<file path="config.mk">
export PLATFORM = sky130hd
export DESIGN_NAME = axi_grid_port_arb
export DESIGN_NICKNAME = d
export VERILOG_FILES = /design/src/rtl/axi_grid_port_arb.sv
export SDC_FILE = /design/constraint.sdc
export NUM_CORES = 1
export LEC_CHECK = 0
export BUFFER_PORTS_ARGS = -buffer_cell sky130_fd_sc_hd__clkbuf_2
export CAP_MARGIN = 20
export CORE_MARGIN = 8
export CORE_UTILIZATION = 49
export CTS_BUF_LIST = sky130_fd_sc_hd__clkbuf_8 sky130_fd_sc_hd__clkbuf_16
export DETAILED_ROUTE_END_ITERATION = 12
export PLACE_DENSITY = 0.76
export SETUP_SLACK_MARGIN = 0.3
export SLEW_MARGIN = 10
export SYNTH_ARGS = -nofsm -noshare
export SYNTH_HDL_FRONTEND = slang
export SYNTH_SLANG_ARGS = --single-unit
</file>
<file path="constraint.sdc">
create_clock -name clk_i -period 9.92 [get_ports clk_i]
set_input_delay 0 -clock clk_i [delete_from_list [all_inputs] [get_ports clk_i]]
set_output_delay 0 -clock clk_i [all_outputs]
set_load 0.02 [all_outputs]
</file>
<file path="src/rtl/axi_grid_port_arb.sv">
// Packet-locking round-robin arbiter for one grid output port.
// Optional lock watchdog is enabled by defining AXI_GRID_ARB_WATCHDOG_EN.
module axi_grid_port_arb #(
    parameter int NUM_REQ        = 5,
    parameter int TIMEOUT_CYCLES = 1024,
    localparam int IW            = (NUM_REQ > 1) ? $clog2(NUM_REQ) : 1
) (
    input  logic               clk_i,
    input  logic               srst_i,
    input  logic [NUM_REQ-1:0] req_valid_i,
    input  logic [NUM_REQ-1:0] req_last_i,
    output logic [NUM_REQ-1:0] req_ready_o,
    output logic               out_valid_o,
    input  logic               out_ready_i,
    output logic [NUM_REQ-1:0] gnt_o,
    output logic [IW-1:0]      gnt_idx_o,
    output logic               locked_o,
    output logic               err_o
);

    typedef enum logic [0:0] {
        IDLE   = 1'b0,
        LOCKED = 1'b1
    } state_t;

    state_t               state_q, state_d;
    logic [IW-1:0]        ptr_q, ptr_d;
    logic [NUM_REQ-1:0]   gnt_q, gnt_d;
    logic [IW-1:0]        gnt_idx_q, gnt_idx_d;
    logic [IW-1:0]        pick_s;
    logic                 hs_s;

    // First valid requester at or after the pointer, wrapping modulo NUM_REQ.
    function automatic logic [IW-1:0] rr_pick(input logic [NUM_REQ-1:0] v,
                                              input logic [IW-1:0]      p);
        logic [IW-1:0] res;
        logic [IW-1:0] cand;
        logic          found;
        res   = '0;
        found = 1'b0;
        for (int i = 0; i < NUM_REQ; i++) begin
            cand = IW'((int'(p) + i) % NUM_REQ);
            if (!found && v[cand]) begin
                res   = cand;
                found = 1'b1;
            end else begin
                res = res;
            end
        end
        return res;
    endfunction

    assign pick_s = rr_pick(req_valid_i, ptr_q);
    assign hs_s   = out_valid_o & out_ready_i;

    always_ff @(posedge clk_i) begin
        if (srst_i) begin
            state_q   <= IDLE;
            ptr_q     <= '0;
            gnt_q     <= '0;
            gnt_idx_q <= '0;
        end else begin
            state_q   <= state_d;
            ptr_q     <= ptr_d;
            gnt_q     <= gnt_d;
            gnt_idx_q <= gnt_idx_d;
        end
    end

    always_comb begin
        state_d   = state_q;
        ptr_d     = ptr_q;
        gnt_d     = gnt_q;
        gnt_idx_d = gnt_idx_q;
        case (state_q)
            IDLE: begin
                if (|req_valid_i) begin
                    state_d   = LOCKED;
                    gnt_idx_d = pick_s;
                    gnt_d     = NUM_REQ'(1) << pick_s;
                end else begin
                    state_d = IDLE;
                end
            end
            LOCKED: begin
                // Only the granted requester's last flag on a real handshake ends the packet.
                if (hs_s && req_last_i[gnt_idx_q]) begin
                    state_d = IDLE;
                    gnt_d   = '0;
                    ptr_d   = (gnt_idx_q == IW'(NUM_REQ - 1)) ? '0 : gnt_idx_q + IW'(1);
                end else begin
                    state_d = LOCKED;
                end
            end
            default: begin
                state_d = IDLE;
                gnt_d   = '0;
            end
        endcase
    end

    always_comb begin
        out_valid_o = 1'b0;
        req_ready_o = '0;
        locked_o    = 1'b0;
        case (state_q)
            LOCKED: begin
                out_valid_o = req_valid_i[gnt_idx_q];
                req_ready_o = gnt_q & {NUM_REQ{out_ready_i}};
                locked_o    = 1'b1;
            end
            default: begin
                out_valid_o = 1'b0;
            end
        endcase
    end

    assign gnt_o     = gnt_q;
    assign gnt_idx_o = gnt_idx_q;

`ifdef AXI_GRID_ARB_WATCHDOG_EN
    localparam int CW = $clog2(TIMEOUT_CYCLES + 1);

    logic [CW-1:0] wd_cnt_q, wd_cnt_d;
    logic          err_q, err_d;

    always_ff @(posedge clk_i) begin
        if (srst_i) begin
            wd_cnt_q <= '0;
            err_q    <= 1'b0;
        end else begin
            wd_cnt_q <= wd_cnt_d;
            err_q    <= err_d;
        end
    end

    // Count stalled locked cycles, saturating at the threshold; the error is sticky.
    always_comb begin
        wd_cnt_d = '0;
        err_d    = err_q;
        if (state_q == LOCKED && !hs_s) begin
            if (wd_cnt_q != CW'(TIMEOUT_CYCLES)) begin
                wd_cnt_d = wd_cnt_q + CW'(1);
            end else begin
                wd_cnt_d = wd_cnt_q;
            end
        end else begin
            wd_cnt_d = '0;
        end
        if (wd_cnt_d == CW'(TIMEOUT_CYCLES)) begin
            err_d = 1'b1;
        end else begin
            err_d = err_q;
        end
    end

    assign err_o = err_q;
`else
    assign err_o = 1'b0;
`endif

endmodule
</file>
-- Word level (Yosys, flattened, before mapping)
Cells that the tools add are included.
- output and inout port bits: 16
- logic and storage cells: 73
- bits of input ports: 13
- register bits: 12
- shift operators: 1
- reduce and logical (&&, ||, !) cells: 13
- muxes and demuxes: 33
- equality and inequality tests: 3
- $add $sub $neg: 5
- $lt $le $gt $ge: 6
- bitwise operators: 3
- div/mod/pow operators: 5
- operators with widths (kind ; number):
    $mod 32x4->32 const B ; 4
    $mod 4x4->32 const B ; 1
    $lt 3x4->1 const B ; 6
    $bmux 1 s3 ; 7
    $mux 3 ; 6
    $mux 1 ; 15
    $mux 5 ; 3
    $pmux 5 s2 ; 1
    $add 3x2->4 const B ; 2
    $reduce_and 2->1 ; 3
    $and 5x5->5 ; 1
    $logic_and 1x1->1 ; 5
    $reduce_or 5->1 ; 1
    $shl 1x3->5 const A ; 1
    $add 3x1->4 const B ; 1
    $add 3x3->4 const B ; 1
    $logic_not 1->1 ; 4
    $add 3x1->3 const B ; 1
    $eq 3x3->1 const B ; 1
    $ne 2x1->1 const B ; 1
    $ne 2x2->1 const B ; 1
    $pmux 1 s2 ; 1
    $and 1x1->1 ; 1
    $not 1->1 ; 1

-- Depth between registers and ports, before layout
Gate-level depths: netlist (run 1).
- depth after elaboration: 19
- mapped depth: 20
- depth with buffers taken out: 17

-- Worst setup path before layout (run 1)
OpenSTA, ideal clock, no wires.
- path kind: reg-to-reg
- from: reg ptr_q[0]
- to: reg gnt_q[1] (netlist: gnt_o[1])
- stages on the path, launching flop included: 19
- required time: 9.833 ns
- arrival time: 4.141 ns
- library setup time: 0.087 ns
- clock period less this slack: 4.228 ns
- path buffers: 3
- path slack: 5.692 ns
- path through: dfxtp_1 -> buf_6 -> inv_1 -> clkbuf_1 -> ha_1 -> inv_1 -> ha_1 -> buf_2 -> inv_1 -> ha_1 -> nor3_4 -> or3_4 -> a21bo_1 -> a311o_1 -> a41o_1 -> or4_1 -> a31oi_1 -> a31oi_1 -> o31ai_1
- cells in the longest elaborated chain, start to end: 19
- elaborated cells between the ends (all ways): 39
- classes of those cells: 4 x add/sub; 5 x div; 1 x shift; 21 x mux; 8 x reduce/logical
- RTL lines (element ; line ; RTL):
    from (decl) ; 27 ; logic [IW-1:0] ptr_q, ptr_d;
    from (signal assigned) ; 64 ; ptr_q <= ptr_d;
    parallel branches: the longest is 15 deep, another holds $mod 32x4->32 ; - ;
    $mux 3 (*) ; 43 ; if (!found && v[cand]) begin
    $shl 1x3->5 (*) ; 80 ; gnt_d = NUM_REQ'(1) << pick_s;
    $mux 5 (*) ; 77 ; if (|req_valid_i) begin
    $pmux 5 s2 (*) ; 75 ; case (state_q)
    to (signal assigned) ; 65 ; gnt_q <= gnt_d;
    to (decl) ; 28 ; logic [NUM_REQ-1:0] gnt_q, gnt_d;
Every way passes the cells marked *. The select of a mux whose other input is x is not followed.
A chain may end at the register's enable or synchronous reset.

-- Worst setup path after layout (run 1)
- from: reg ptr_q[0]
- to: reg gnt_q[2] (netlist: gnt_o[2])
Same word-level chain as after synthesis.

==> impl_metrics.json, run 1 <==
{
  "status": "finished clean",
  "syn_nets": 361,
  "cts_tree": "yes",
  "cts_setup_buffers": 0,
  "grt.overflow.total": 0,
  "fin_crit_ps": 5330,
  "htreeDepth": 1,
  "intPower_uw": 134,
  "rsz0062_at_grt": "false",
  "fin_setup_tns_ps": 0,
  "nNetsFinal": 369,
  "drc": 0,
  "power_frac_comb_pct": 50.9,
  "fp-row-count": 25,
  "io_buffer_count": 27,
  "synth_warnings": 0,
  "ios": 29,
  "register_area_sq_um": 240,
  "yosysSeqAreaShare_pct": 9.96,
  "clk_latency_ps": 240,
  "die_w_microns": 86.1,
  "drtAntennaViolNets": 0,
  "num_vias": 2570,
  "cts_sinks": 12,
  "setup_violations": 0,
  "clockPowerShare_pct": 23.3,
  "multi_input_area_sq_mm": 0.00199,
  "cp_max_fo": 32,
  "relSlewSlack_pct": 47.0,
  "grt_max_degree": 33,
  "gr-usage-all-layers_pct": 17.0,
  "cts_buffers": 3,
  "cap_violations": 0,
  "r2r_start": "ptr_q[0]$_SDFFE_PP0P_",
  "p_leak_nw": 1.04,
  "crit_path_frequent_cell": "ha_1",
  "hold_depth": 2,
  "hold_violations": 0,
  "min-delay-start": "srst_i",
  "wl_per_cell_microns": 16.1,
  "diodes": 0,
  "postCtsHoldBufs": 0,
  "post-route-cell-area_sq_mm": 0.00258,
  "worst_setup_path_start_kind": "flop",
  "p_per_area_mw_per_mm2": 89.4,
  "core_sq_mm": 0.00472,
  "worstSetupEndpointType": "flop",
  "ys_types": 71,
  "root_buffer": "clkbuf_8",
  "cts_buffer_depth": 2,
  "first_iter_violations": 202,
  "wl_mm": 6.53,
  "dieArea_sq_mm": 0.00742,
  "viasPerCell": 6.35,
  "firstDrtPassIters": 5,
  "floorplan.die.height_microns": 86.1,
  "skew_ps": 0.862,
  "ys_seq_elements": 12,
  "worstMarginPinSlew_ps": 794,
  "synthCells": 331,
  "holdPathEnd": "ptr_q[0]$_SDFFE_PP0P_",
  "min_path_type": "in -> reg",
  "most-common-layout-cells": "nand2_1, clkbuf_2, nor2_1, ha_1, inv_1",
  "dp_hpwl_mm": 4.90,
  "fmax_mhz": 188,
  "p_sw_share_pct": 41.7,
  "cts_resized": 0,
  "r2r_slack_ps": 4590,
  "timing.final.crit_share_pct": 53.7,
  "synth_enable_flop_cells": 0,
  "p_seq_share_pct": 25.8,
  "fill_cells": 454,
  "grt_pass1_wl_mm": 10.8,
  "worst-setup-path-type": "reg -> reg",
  "crit_required_ps": 10070,
  "worstPathArrival_ps": 5480,
  "crit_buf_inv": 3,
  "path_clk_slew_ps": 60,
  "synthArstFlopShare_pct": 0,
  "drv_slew": 0,
  "synth_area_per_cell_sq_um": 7.28,
  "place_area_sq_mm": 0.00252,
  "synth_ff_type": "dfxtp_1",
  "areaGrowthSynthToFinish_pct": 6.85,
  "reg2regPathDepth": 15,
  "gp_congestion": 0.918,
  "grt_pass1_vias": 2274,
  "cp_slowest_cell": "ha_1",
  "vdd_drop_max_uv": 51.3,
  "crit_chain": "buf_4, inv_1, ha_1, clkinv_1, nand2_1, ha_1, nand2b_1, a21o_1, o32ai_1, mux2_2, a221oi_1, nand3_1, a221oi_2, o21ai_0, o31ai_1",
  "start_util_pct": 51.0,
  "max_stage_delay_ps": 770,
  "syn-cell-area_sq_mm": 0.00241,
  "r2r_end": "gnt_o[2]$_SDFFE_PP0P_",
  "switchingPower_uw": 95.9,
  "drive_gt1_share_pct": 15.4,
  "critPathTopFamily": "compound AO/OA/AOI/OAI gates",
  "antenna_found_initial": 0
}
[final cells by class]
cell class	instances	area share (%)
clock buffers	4	2.14
inverters	17	2.48
multi-input cells	277	77.3
flip-flops and latches	12	9.32
well taps	67	3.25
repair buffers	28	5.54
[worst max path at each step]
stage / from / end / slack (ps) / cells past startpoint
2_1_floorplan: ptr_q[0]$_SDFFE_PP0P_ / gnt_o[1]$_SDFFE_PP0P_ / 5690 / 18
3_3_place_gp: ptr_q[0]$_SDFFE_PP0P_ / gnt_o[3]$_SDFFE_PP0P_ / 4990 / 15
3_5_place_dp: ptr_q[0]$_SDFFE_PP0P_ / gnt_o[2]$_SDFFE_PP0P_ / 4730 / 15
4_1_cts: ptr_q[0]$_SDFFE_PP0P_ / gnt_o[2]$_SDFFE_PP0P_ / 4680 / 15
5_1_grt: ptr_q[0]$_SDFFE_PP0P_ / gnt_o[2]$_SDFFE_PP0P_ / 4160 / 15
6_report: ptr_q[0]$_SDFFE_PP0P_ / gnt_o[2]$_SDFFE_PP0P_ / 4590 / 15
[state kept, by name (all words and copies together) (netlist names)]
| name | count |
|---|---|
| ptr_q | 3 |
| gnt_idx_o | 3 |
| state_q | 1 |
| gnt_o | 5 |
[power by group through the flow]
stage / Clock [mW] / Combinational (mW) / Sequential [mW]
2_1_floorplan: 0 / 0.0869 / 0.0631
3_3_place_gp: 0 / 0.113 / 0.0603
3_5_place_dp: 0 / 0.115 / 0.0606
4_1_cts: 0.0545 / 0.115 / 0.0595
5_1_grt: 0.0569 / 0.128 / 0.0608
6_report: 0.0537 / 0.117 / 0.0595
[logic make-up after synthesis]
kind of cell | count (synthesis) | share of synthesized area, %
compound gates | 108 | 33.2
xor+xnor | 9 | 3.27
fa+ha+maj | 17 | 8.82
buf+inv | 42 | 7.47
flops | 12 | 9.96
mux | 14 | 7.99
other cells | 1 | 0.156
simple gates | 128 | 29.1
[layer usage]
metal  global-route usage, %  up-vias  part of all wire [%]
met4                    3.50        0                   1.3
met3                    1.62       11                   6.9
li1                        -     1274                     -
met5                       0        -                     0
met1                    22.3     1193                    45
met2                    28.9       92                    47
[stage by stage]
step | power, mW | setup WS, ps | utilization (%) | instances | hold WS [ps]
after detailed placement | 0.175 | 4730 | 53.4 | 401 | 305
after global routing | 0.246 | 4160 | 54.5 | 405 | 65.3
after CTS | 0.229 | 4680 | 54.5 | 405 | 54.0
final | 0.230 | 4590 | 54.5 | 405 | 56.4
after global placement | 0.174 | 4990 | 53.4 | 401 | 304
after floorplan | 0.150 | 5690 | - | 331 | 228
[cells in the mapped netlist, types with 5 or more instances]
library cell,number,share of area (%)
a21o_1,8,2.5
mux2i_1,8,3.3
nand2_1,27,4.2
nor2_1,20,3.1
xnor2_1,9,3.3
nand2b_1,10,2.6
a21oi_1,15,3.1
nand4_1,8,2.1
o31ai_1,6,1.9
nor3_1,8,1.7
inv_1,16,2.5
buf_2,8,1.7
nand3_1,11,2.3
clkbuf_1,9,1.4
o2111ai_1,6,2.2
dfxtp_1,12,10
and3_1,10,2.6
and2_1,8,2.1
nor2b_1,5,1.3
ha_1,17,8.8
buf_1,5,0.78
a31oi_1,6,1.6
o21ai_0,14,2.9
Power figures use the tool's default switching activity.
==> run 2: changes to the inputs <==
PLACE_DENSITY = 0.79   (was 0.76)
clock period = 4.3 ns   (was 9.92 ns; I/O delays follow)
==> impl_metrics.json, run 2 (synthesis results as in run 1) <==
{
  "fin_setup_tns_ps": 0,
  "antenna_found_initial": 0,
  "drc": 0,
  "nNetsFinal": 383,
  "p_per_area_mw_per_mm2": 201,
  "holdPathEnd": "ptr_q[0]$_SDFFE_PP0P_",
  "clk_latency_ps": 240,
  "wl_per_cell_microns": 16.6,
  "p_leak_nw": 1.11,
  "cts_buffers": 3,
  "areaGrowthSynthToFinish_pct": 13.9,
  "worstPathArrival_ps": 3990,
  "viasPerCell": 6.49,
  "dieArea_sq_mm": 0.00742,
  "wl_mm": 6.97,
  "worstSetupEndpointType": "flop",
  "ios": 29,
  "reg2regPathDepth": 16,
  "worst_setup_path_start_kind": "flop",
  "cap_violations": 0,
  "fin_crit_ps": 3840,
  "r2r_end": "gnt_o[3]$_SDFFE_PP0P_",
  "vdd_drop_max_uv": 93.9,
  "drive_gt1_share_pct": 21.9,
  "first_iter_violations": 240,
  "hold_violations": 0,
  "fill_cells": 430,
  "grt_max_degree": 27,
  "worstMarginPinSlew_ps": 602,
  "fin_cells": 419,
  "r2r_slack_ps": 460,
  "gr-usage-all-layers_pct": 18.0,
  "grt_pass1_wl_mm": 11.3,
  "cts_buffer_depth": 2,
  "cp_max_fo": 5,
  "core_sq_mm": 0.00472,
  "min_path_type": "in -> reg",
  "r2r_start": "ptr_q[1]$_SDFFE_PP0P_",
  "cts_tree": "yes",
  "dp_hpwl_mm": 5.15,
  "post-place-cells": 410,
  "die_w_microns": 86.1,
  "fmax_mhz": 261,
  "drtAntennaViolNets": 0,
  "firstDrtPassIters": 5,
  "min-delay-start": "srst_i",
  "drv_slew": 0,
  "setup_violations": 0,
  "worst-setup-path-type": "reg -> reg",
  "skew_ps": 3.74,
  "status": "finished clean",
  "crit_required_ps": 4450,
  "relSlewSlack_pct": 59.8,
  "gp_congestion": 0.962,
  "most-common-layout-cells": "nand2_1, clkbuf_2, nor2_1",
  "grt.overflow.total": 0,
  "grt_pass1_vias": 2440,
  "fp-row-count": 25,
  "rsz0062_at_grt": "false",
  "start_util_pct": 51.0,
  "io_buffer_count": 27,
  "timing.final.crit_share_pct": 89.3,
  "largest_reg_flops": 5,
  "diodes": 0,
  "hold_depth": 2,
  "cts_sinks": 12,
  "root_buffer": "clkbuf_8",
  "num_vias": 2718,
  "floorplan.die.height_microns": 86.1,
  "path_clk_slew_ps": 60,
  "htreeDepth": 1
}
run 2: cell types whose count changed in the layout (fill, tap and decap cells not counted), sizes merged:
| cell | delta |
|---|---|
| buf | +14 |
run 2: worst max path at each step:
| stage | startpoint | to | slack (ps) | cells after the start |
|---|---|---|---|---|
| 2_1_floorplan | ptr_q[0]$_SDFFE_PP0P_ | gnt_o[1]$_SDFFE_PP0P_ | 320 | 18 |
| 4_1_cts | ptr_q[1]$_SDFFE_PP0P_ | gnt_o[3]$_SDFFE_PP0P_ | 320 | 14 |
| 5_1_grt | ptr_q[1]$_SDFFE_PP0P_ | gnt_o[3]$_SDFFE_PP0P_ | 290 | 16 |
| 3_5_place_dp | ptr_q[1]$_SDFFE_PP0P_ | gnt_o[2]$_SDFFE_PP0P_ | 320 | 14 |
| 3_3_place_gp | ptr_q[1]$_SDFFE_PP0P_ | gnt_o[3]$_SDFFE_PP0P_ | 460 | 14 |
| 6_report | ptr_q[1]$_SDFFE_PP0P_ | gnt_o[3]$_SDFFE_PP0P_ | 460 | 16 |
run 2: per-layer routing:
metal	GRT usage (%)	share of wire, %	vias to the layer above	wire (microns)
li1	-	-	1302	-
met1	22.4	44	1301	3070
met2	31.3	48	109	3340
met3	1.34	6.7	6	466
met4	6.37	1.3	0	88
met5	0	0	-	0
run 2: through the flow:
| step | worst slack, ps | total power [mW] | cell area (sq um) | utilization, % | hold WS (ps) |
|---|---|---|---|---|---|
| after floorplan | 321 | 0.348 | 2430 | - | 228 |
| after global routing | 293 | 0.586 | 2750 | 58.1 | 62.9 |
| final | 462 | 0.551 | 2750 | 58.1 | 58.8 |
| after detailed placement | 324 | 0.412 | 2600 | 55.0 | 300 |
| after CTS | 318 | 0.536 | 2660 | 56.3 | 48.3 |
| after global placement | 459 | 0.406 | 2600 | 55.0 | 307 |
run 2: cell type report:
cell class / instances / area, sq um / share of cell area, %
tap: 67 / 83.8 / 3.05
clock buffer: 4 / 55.1 / 2.00
sequential: 12 / 243 / 8.84
multi-input combinational: 277 / 2050 / 74.8
inverter: 17 / 63.8 / 2.32
timing repair buffer: 42 / 248 / 9.02
run 2: repair_timing:
item	4_1_cts	5_1_grt
pin swaps	0	4
gates resized for setup	1	12
setup buffers	0	5
setup endpoints to repair	1	8
hold buffers	0	0
run 2: power breakdown:
group	leakage [nW]	switching [mW]	internal (mW)
sequential	0.0991	0.0136	0.122
clock	0.0288	0.0417	0.0808
combinational	0.984	0.173	0.120
total	1.11	0.228	0.323
run 2: critical path, cell delays in order (launching register included):
cell	delay, ps
dfxtp_2	350
inv_2	110
ha_2	230
inv_1	50
ha_1	280
inv_1	130
ha_2	240
nor3_4	70
buf_4	150
or4b_2	600
o2111ai_1	120
nand3_1	140
o221a_2	190
or4_1	530
a31oi_2	220
a31oi_1	90
o31ai_1	250
